<file path="src/rtl/rc4_prga_decrypt_fsm.sv">
// RC4 keystream generator and decryptor.
// Takes over the S memory once init and KSA are complete. For each message byte it
// performs the PRGA swap, fetches the keystream byte, XORs it with the encrypted ROM
// and writes the plaintext byte into the decrypted-message RAM. Ten cycles per byte.
module rc4_prga_decrypt_fsm #(
    parameter int MSG_LEN = 32,
    parameter int MSG_AW  = 5
) (
    input  logic              clk,
    input  logic              reset,
    input  logic              start,
    input  logic [7:0]        s_q,
    output logic [7:0]        s_addr,
    output logic [7:0]        s_data,
    output logic              s_wren,
    input  logic [7:0]        enc_q,
    output logic [MSG_AW-1:0] enc_addr,
    output logic [MSG_AW-1:0] dec_addr,
    output logic [7:0]        dec_data,
    output logic              dec_wren,
    output logic              busy,
    output logic              done
);

    localparam logic [3:0] IDLE   = 4'd0;
    localparam logic [3:0] INC_I  = 4'd1;
    localparam logic [3:0] RD_SI  = 4'd2;
    localparam logic [3:0] GET_SI = 4'd3;
    localparam logic [3:0] RD_SJ  = 4'd4;
    localparam logic [3:0] GET_SJ = 4'd5;
    localparam logic [3:0] WR_SI  = 4'd6;
    localparam logic [3:0] WR_SJ  = 4'd7;
    localparam logic [3:0] RD_F   = 4'd8;
    localparam logic [3:0] GET_F  = 4'd9;
    localparam logic [3:0] WR_DEC = 4'd10;
    localparam logic [3:0] DONE   = 4'd11;

    // Index of the last message byte; k wraps naturally when MSG_LEN == 2**MSG_AW.
    localparam logic [MSG_AW-1:0] K_LAST = MSG_AW'(MSG_LEN - 1);

    logic [3:0]        state;
    logic [7:0]        i;
    logic [7:0]        j;
    logic [7:0]        si;
    logic [7:0]        sj;
    logic [MSG_AW-1:0] k;

    // Sequencer and datapath registers; reset has priority over start.
    always_ff @(posedge clk) begin
        if (reset) begin
            state    <= IDLE;
            i        <= 8'd0;
            j        <= 8'd0;
            k        <= '0;
            si       <= 8'd0;
            sj       <= 8'd0;
            dec_data <= 8'd0;
        end else begin
            case (state)
                IDLE, DONE: begin
                    // A (re)start always begins a fresh PRGA pass over the current S contents.
                    if (start) begin
                        i     <= 8'd0;
                        j     <= 8'd0;
                        k     <= '0;
                        state <= INC_I;
                    end
                end
                INC_I: begin
                    i     <= i + 8'd1;
                    state <= RD_SI;
                end
                RD_SI:  state <= GET_SI;
                GET_SI: begin
                    si    <= s_q;
                    j     <= j + s_q;
                    state <= RD_SJ;
                end
                RD_SJ:  state <= GET_SJ;
                GET_SJ: begin
                    sj    <= s_q;
                    state <= WR_SI;
                end
                WR_SI:  state <= WR_SJ;
                WR_SJ:  state <= RD_F;
                RD_F:   state <= GET_F;
                GET_F: begin
                    dec_data <= s_q ^ enc_q;
                    state    <= WR_DEC;
                end
                WR_DEC: begin
                    if (k == K_LAST) begin
                        state <= DONE;
                    end else begin
                        k     <= k + MSG_AW'(1);
                        state <= INC_I;
                    end
                end
                default: state <= IDLE;
            endcase
        end
    end

    // Memory-side strobes decoded from state; everything idles at zero by default.
    // When i == j the second write (si to j) lands last, leaving S unchanged as RC4 requires.
    always_comb begin
        s_addr   = 8'd0;
        s_data   = 8'd0;
        s_wren   = 1'b0;
        enc_addr = '0;
        dec_addr = '0;
        dec_wren = 1'b0;
        case (state)
            RD_SI: s_addr = i;
            RD_SJ: s_addr = j;
            WR_SI: begin
                s_addr = i;
                s_data = sj;
                s_wren = 1'b1;
            end
            WR_SJ: begin
                s_addr = j;
                s_data = si;
                s_wren = 1'b1;
            end
            RD_F: begin
                s_addr   = si + sj;
                enc_addr = k;
            end
            WR_DEC: begin
                dec_addr = k;
                dec_wren = 1'b1;
            end
            default: ;
        endcase
    end

    // Status flags.
    always_comb begin
        busy = (state != IDLE) && (state != DONE);
        done = (state == DONE);
    end

endmodule
</file>
<file path="config.mk">
export PLATFORM = sky130hd
export DESIGN_NAME = rc4_prga_decrypt_fsm
export DESIGN_NICKNAME = d
export VERILOG_FILES = /design/src/rtl/rc4_prga_decrypt_fsm.sv
export SDC_FILE = /design/constraint.sdc
export NUM_CORES = 1
export LEC_CHECK = 0
export CORE_ASPECT_RATIO = 0.8
export CORE_MARGIN = 2
export CORE_UTILIZATION = 45
export CTS_CLUSTER_DIAMETER = 60
export DETAILED_ROUTE_END_ITERATION = 12
export HOLD_SLACK_MARGIN = 0.05
export PLACE_DENSITY = 0.81
export SLEW_MARGIN = 10
export SYNTH_ARGS = -nofsm -noshare
export SYNTH_HDL_FRONTEND = slang
export SYNTH_SLANG_ARGS = --single-unit
</file>
<file path="constraint.sdc">
create_clock -name clk -period 2.2 [get_ports clk]
set_input_delay 0.22 -clock clk [delete_from_list [all_inputs] [get_ports clk]]
set_output_delay 0.22 -clock clk [all_outputs]
set_load 0.01 [all_outputs]
</file>
==> impl_metrics.yaml, run 1 <==
floorplanning:
  rows: 26
  fp.dieH_um: 76.58
  die-area_um2: 7253
  io_pins: 57
  initial_core_util: 0.4647
  core_area_um2: 6376
  die_width_um: 94.72
min_path:
  hold_path_class: "flop to flop"
setup_path:
  worstSetupEndpointType: "primary output"
  required_ns: 1.98
  timing.critical_path.arrival_ns: 2.28
  crit_type: "flop to primary output"
  critical_path.slowest_cell: "dfxtp_1"
  crit_path_cell_trace: "buf_4 > ha_4 > a21o_1 > a21oi_2 > buf_4 > o31ai_2 > a21oi_2 > xnor2_1 > o21ai_0 > buf_2"
  critPathMaxFanout: 3
  cp_slowest_stage_delay_ns: 0.32
  timing.critical_path.from_type: "flop"
synth:
  mappedNetlistNets: 407
  netlist_top_cells_count: "49 x dfxtp_1, 48 x nand2_1, 43 x a21oi_1, 29 x nor2_1, 17 x ha_1"
  synth_area_per_cell_um2: 8.029
  synth_edf_count: 0
  synth_sequential_area_ratio: 0.3311
  synth-seq-cells: 49
  synth-async-reset-ratio: 0
  netlist.area_leader.share: 0.3311
  syn-cell-area_um2: 2963
  synth.largest_area_cell: "dfxtp_1"
  ys_types: 51
  cell_types_with_the_largest_area_share_after_synthesis: "dfxtp_1 33%, a21oi_1 7.3%, ha_1 7.2%"
  post-synth-top-count-cell: "dfxtp_1"
  synth_warnings: 0
  syn_inst: 369
  postSynth.topFlopCell: "dfxtp_1"
global_route:
  first_pass_grt_wire_length_mm: 14.85
  pin_count_of_the_biggest_net_entering_global_routing: 32
  grtUsageTotal: 0.2593
  overflow: 0
  first_global_vias: 3074
  antenna_found_initial: 0
cells_and_area:
  syn_to_final_growth_pct: 39.91
  layout-drive-gt1-share: 0.2182
  final_cells: 556
  num_antenna_cells: 0
  total_number_of_nets_in_the_final_design: 509
  final_core_utilization: 0.6501
routing:
  route.detailed.wl_per_inst_um: 16.53
  wl_mm: 9.192
  drt-pass1-iter-count: 5
  detail_route.iter0.violations: 260
  post_detailed_route_via_to_cell_ratio: 5.725
  final_ant_viol_nets: 0
  remaining_drc_errors: 0
  route.vias.total: 3183
sta:
  maxClockFrequency_ghz: 0.4008
  layout_worst_path_cycle_share: 1.134
  min_period_ns: 2.495
  tightestPinTransition_ns: 0.6113
  setup_viol: 3
  finalWorstSetupSlack_ns: -0.2953
  max_slew_margin: 0.5910
  rsz_0062_raised_after_global_routing: "yes"
  slew_viols_final: 0
  clock_skew_ns: 0.008517
  hold-worst-slack_ns: 0.4984
  report.final.hold_viol_count: 0
pwr:
  ir_worst_vdd_mv: 0.2090
  lkg_pwr_uw: 0.001721
  power_density_nw_per_um2: 429.1
  power.total_uw: 1779
placement:
  final_replace_weighted_congestion: 0.9471
  dp.final_hpwl_mm: 6.653
  numPlacedInstances: 541
  pre_cts_setup_slack_ns: -0.6005
  placement.io_buffers: 56
clock_tree:
  clock_path_buffers: 2
  cts-root-buf: "clkbuf_8"
  numCtsBuffers: 5
  clkSlewWorstSetupHoldPaths_ns: 0.10
  h_tree_levels: 2
  worst_skew_pair.late_latency_ns: 0.31
  cts_tree: "yes"
  clock_sinks: 49
  postCtsHoldBufs: 0
job:
  max_cap_violations: 0
outcome:
  run_status: "finished, violations left"
  failing_checks: "setup timing"
==> cells by family after synthesis <==
logic type               after synthesis  share of synthesized area
AND/OR/NAND/NOR                      145                     0.2441
XOR/XNOR                              20                    0.05912
flip-flops                            49                     0.3311
buffers and inverters                 27                    0.03885
AO/OA/AOI/OAI                         97                     0.1998
multiplexers                          12                    0.04181
adder cells (fa/ha/maj)               19                    0.08530
==> timing repair <==
action,in CTS,in global routing
setup buffers,7,1
endpoints found under the setup margin,17,19
resized for setup,44,23
pin swaps,10,6
==> worst max-delay path, delay by kind of cell, from the launching register on <==
family / cells / cell delay, ns
flops: 1 / 0.32
buf+inv: 3 / 0.44
compound gates: 5 / 0.69
xor+xnor: 1 / 0.26
fa+ha+maj: 1 / 0.25
==> metrics by stage <==
stage / TNS, ns / instance area (um2)
floorplan: 0 / 2963
global placement: -1.491 / 3923
detailed placement: -1.872 / 3923
CTS: -0.5743 / 4080
global route: -0.9574 / 4145
finish: -0.6103 / 4145
==> flip-flops by register name, summed over array words and instances (netlist names) <==
name,cells
si,8
state,4
i,8
sj,8
dec_data,8
j,8
k,5
==> metal layers <==
layer | vias up | wire length [um] | GRT usage
li1 | 1508 | - | -
met1 | 1487 | 3828 | 0.3388
met2 | 159 | 4421 | 0.4199
met3 | 29 | 683 | 0.05242
met4 | 0 | 259 | 0.09565
met5 | - | 0 | 0
==> final timing paths <==
path,start,cells past startpoint,end,slack (ns)
min reg2reg,sj[5],2,sj[5],0.50
max,sj[1],10,s_addr[7],-0.30
max reg2reg,j[5],8,j[7],0.09
min,sj[5],2,sj[5],0.50
==> final cells by class <==
cell class	instances	area, um2
Tap cell	84	105.1
Clock buffer	5	68.82
Fill cell	504	2231
Multi-Input combinational cell	293	1944
Sequential cell	49	989.7
Timing Repair Buffer	113	982.2
Clock inverter	3	21.27
Inverter	9	33.78
==> placed cells by master, fill, tap and decap left out, drive strengths merged, types with 3 or more instances in the layout <==
cell type / n
mux2: 3
o21ai: 17
and3: 3
buf: 62
a21oi: 43
clkbuf: 6
dlymetal6s2s: 6
nand2: 48
nor3: 13
nand2b: 9
and2: 10
nor3b: 3
mux2i: 9
nand3: 14
clkdlybuf4s50: 40
or3: 4
a211oi: 11
dfxtp: 49
a21o: 3
nor2: 30
xnor2: 13
ha: 17
xor2: 7
a22oi: 6
inv: 10
==> where the power goes <==
part           internal, uW  switching, uW  total [uW]
clock network           226            325         551
logic                   143            165         308
registers               902           18.6         920
Power figures use the tool's default switching activity.
==> run 2: changes to the inputs <==
Settings changed: SKIP_LAST_GASP set to 1.
==> run 2 against run 1 <==
The run still ends with setup timing left. Setup slack better by 0.0028 ns. Non-clock buffer count stayed put. First-iteration DRC count stayed put. Clock power hardly changed. Register-to-register slack hardly changed. Clock skew hardly changed. Sequential cell count stayed put. Total power hardly changed. Critical path depth stayed put. Count of clock-buffer cells in the layout stayed put. Routed wire length is 0.49% lower. Critical path type unchanged. Cell count stayed put.
==> impl_metrics.yaml, run 2 (synthesis gave the netlist of run 1 again) <==
outcome:
  run_status: "finished, violations left"
  failing_checks: "setup timing"
setup_path:
  critical_path.slowest_cell: "dfxtp_1"
  crit_type: "flop to primary output"
  cp_slowest_stage_delay_ns: 0.32
  cp.buffers_inverters: 3
  endpoint: "s_addr[7]"
  worstSetupEndpointType: "primary output"
  crit_path_start: "sj[1]"
  r2r_start: "j[5]"
  critPathMaxFanout: 3
  ff2ff_setup_slack_ns: 0.08
  timing.critical_path.from_type: "flop"
  crit_path_cell_trace: "buf_4 > ha_4 > a21o_1 > a21oi_2 > buf_4 > o31ai_2 > a21oi_2 > xnor2_1 > o21ai_0 > buf_2"
  worst-r2r-cell-count: 8
  timing.critical_path.depth: 10
  required_ns: 1.98
  timing.rr.end: "j[7]"
  timing.critical_path.arrival_ns: 2.27
  critical_path.top_delay_family: "compound AO/OA/AOI/OAI gates"
pwr:
  sequentialPowerShare: 0.518
  power.share.combinational: 0.173
  switching_power_uw: 506.1
  ir_worst_vdd_mv: 0.2093
  power_density_nw_per_um2: 429.0
  netSwitchingFraction: 0.2848
  internal-power_uw: 1271
  pwr-share-clk: 0.309
  lkg_pwr_uw: 0.001729
floorplanning:
  core_area_um2: 6376
  die-area_um2: 7253
  rows: 26
  io_pins: 57
  initial_core_util: 0.4647
  fp.dieH_um: 76.58
  die_width_um: 94.72
cells_and_area:
  syn_to_final_growth_pct: 39.82
  top_library_cells_by_usage_in_the_layout_fill_and_taps_aside: "54 x buf_4, 48 x nand2_1, 44 x dfxtp_1"
  total_number_of_nets_in_the_final_design: 509
  most_common_library_cell_in_the_layout_ignoring_fill_and_taps: "buf_4"
  layout-drive-gt1-share: 0.2182
  fillerInstances: 506
  post_route_standard_cell_area_excluding_fillers_um2: 4143
  num_antenna_cells: 0
  multi_input_comb_area_um2: 1944
  layout.area.seq_um2: 989.7
placement:
  dp.final_hpwl_mm: 6.653
  final_replace_weighted_congestion: 0.9471
  dpl_cell_area_um2: 3923
  placement.io_buffers: 56
sta:
  layout_worst_path_cycle_share: 1.133
  min_period_ns: 2.492
  hold-worst-slack_ns: 0.4980
  maxClockFrequency_ghz: 0.4012
  report.final.hold_viol_count: 0
  clock_skew_ns: 0.008604
  finalWorstSetupSlack_ns: -0.2924
  max_slew_margin: 0.6007
  tightestPinTransition_ns: 0.5968
  slew_viols_final: 0
  rsz_0062_raised_after_global_routing: "yes"
  setup_viol: 3
min_path:
  hold_path_class: "flop to flop"
clock_tree:
  cts_tree: "yes"
  cts-root-buf: "clkbuf_8"
  clkSlewWorstSetupHoldPaths_ns: 0.10
  numCtsBuffers: 5
  postCtsHoldBufs: 0
  h_tree_levels: 2
  clock_path_buffers: 2
  clock_sinks: 49
  worst_skew_pair.late_latency_ns: 0.31
global_route:
  grtUsageTotal: 0.2593
  overflow: 0
  first_global_vias: 3074
  pin_count_of_the_biggest_net_entering_global_routing: 32
  first_pass_grt_wire_length_mm: 14.85
  antenna_found_initial: 0
routing:
  route.vias.total: 3197
  remaining_drc_errors: 0
  final_ant_viol_nets: 0
  wl_mm: 9.147
  route.detailed.wl_per_inst_um: 16.45
  post_detailed_route_via_to_cell_ratio: 5.750
  detail_route.iter0.violations: 260
  drt-pass1-iter-count: 5
job:
  max_cap_violations: 0
[run 2: changes by cell type in the layout (fill, tap and decap cells not counted), sizes merged]
| cell | previous run | this run |
|---|---|---|
| clkdlybuf4s15 | 2 | 0 |
| dlygate4sd2 | 2 | 4 |
[run 2: through the flow]
stage	setup TNS (ns)	setup WS (ns)	utilization	total power, uW	instances
after floorplan	0	0.01725	-	1098	369
after global placement	-1.491	-0.4770	0.6152	1221	541
after detailed placement	-1.872	-0.6005	0.6152	1232	541
after CTS	-0.5743	-0.2510	0.6399	1780	555
after global routing	-0.9826	-0.3146	0.6497	1861	556
final	-0.6066	-0.2924	0.6497	1777	556
[run 2: repair_timing]
action,4_1_cts,5_1_grt
gates resized for setup,44,21
setup buffers,7,1
endpoints found under the setup margin,17,19
pin swaps,10,6
[run 2: final cells by class]
cell class | instances | share of cell area
flip-flops and latches | 49 | 0.2389
well taps | 84 | 0.02537
clock buffers | 5 | 0.01661
inverters | 9 | 0.008155
clock inverters | 3 | 0.005134
repair buffers | 113 | 0.2365
multi-input cells | 293 | 0.4693
[run 2: worst reg2reg max path, cell delays in order, from the launching register on]
cell	delay (ns)
dfxtp_1	0.42
ha_1	0.30
a21oi_1	0.19
nand2_1	0.08
a21oi_1	0.16
o21ai_0	0.11
o21ai_1	0.26
buf_4	0.17
mux2_2	0.32
[run 2: power by group through the flow]
stage	Clock (uW)	Combinational, uW	Sequential [uW]
final	549	308	920
after global routing	606	333	922
after CTS	562	300	919
after detailed placement	0	293	938
after global placement	0	284	937
after floorplan	0	167	931
[run 2: how the worst min path moves through the flow]
stage,slack (ns),startpoint,cells past startpoint,endpoint
6_report,0.50,sj[5],2,sj[5]
5_1_grt,0.54,dec_data[7],2,dec_data[7]
4_1_cts,0.49,sj[5],2,sj[5]
3_5_place_dp,0.48,sj[6],2,sj[6]
3_3_place_gp,0.47,sj[5],2,sj[5]
2_1_floorplan,0.31,reset,1,state[1]
[run 2: metal layers]
| layer | GRT usage | routed length (um) |
|---|---|---|
| met1 | 0.3388 | 3782 |
| met2 | 0.4199 | 4438 |
| met3 | 0.05242 | 701 |
| met4 | 0.09565 | 225 |
| met5 | 0 | 0 |
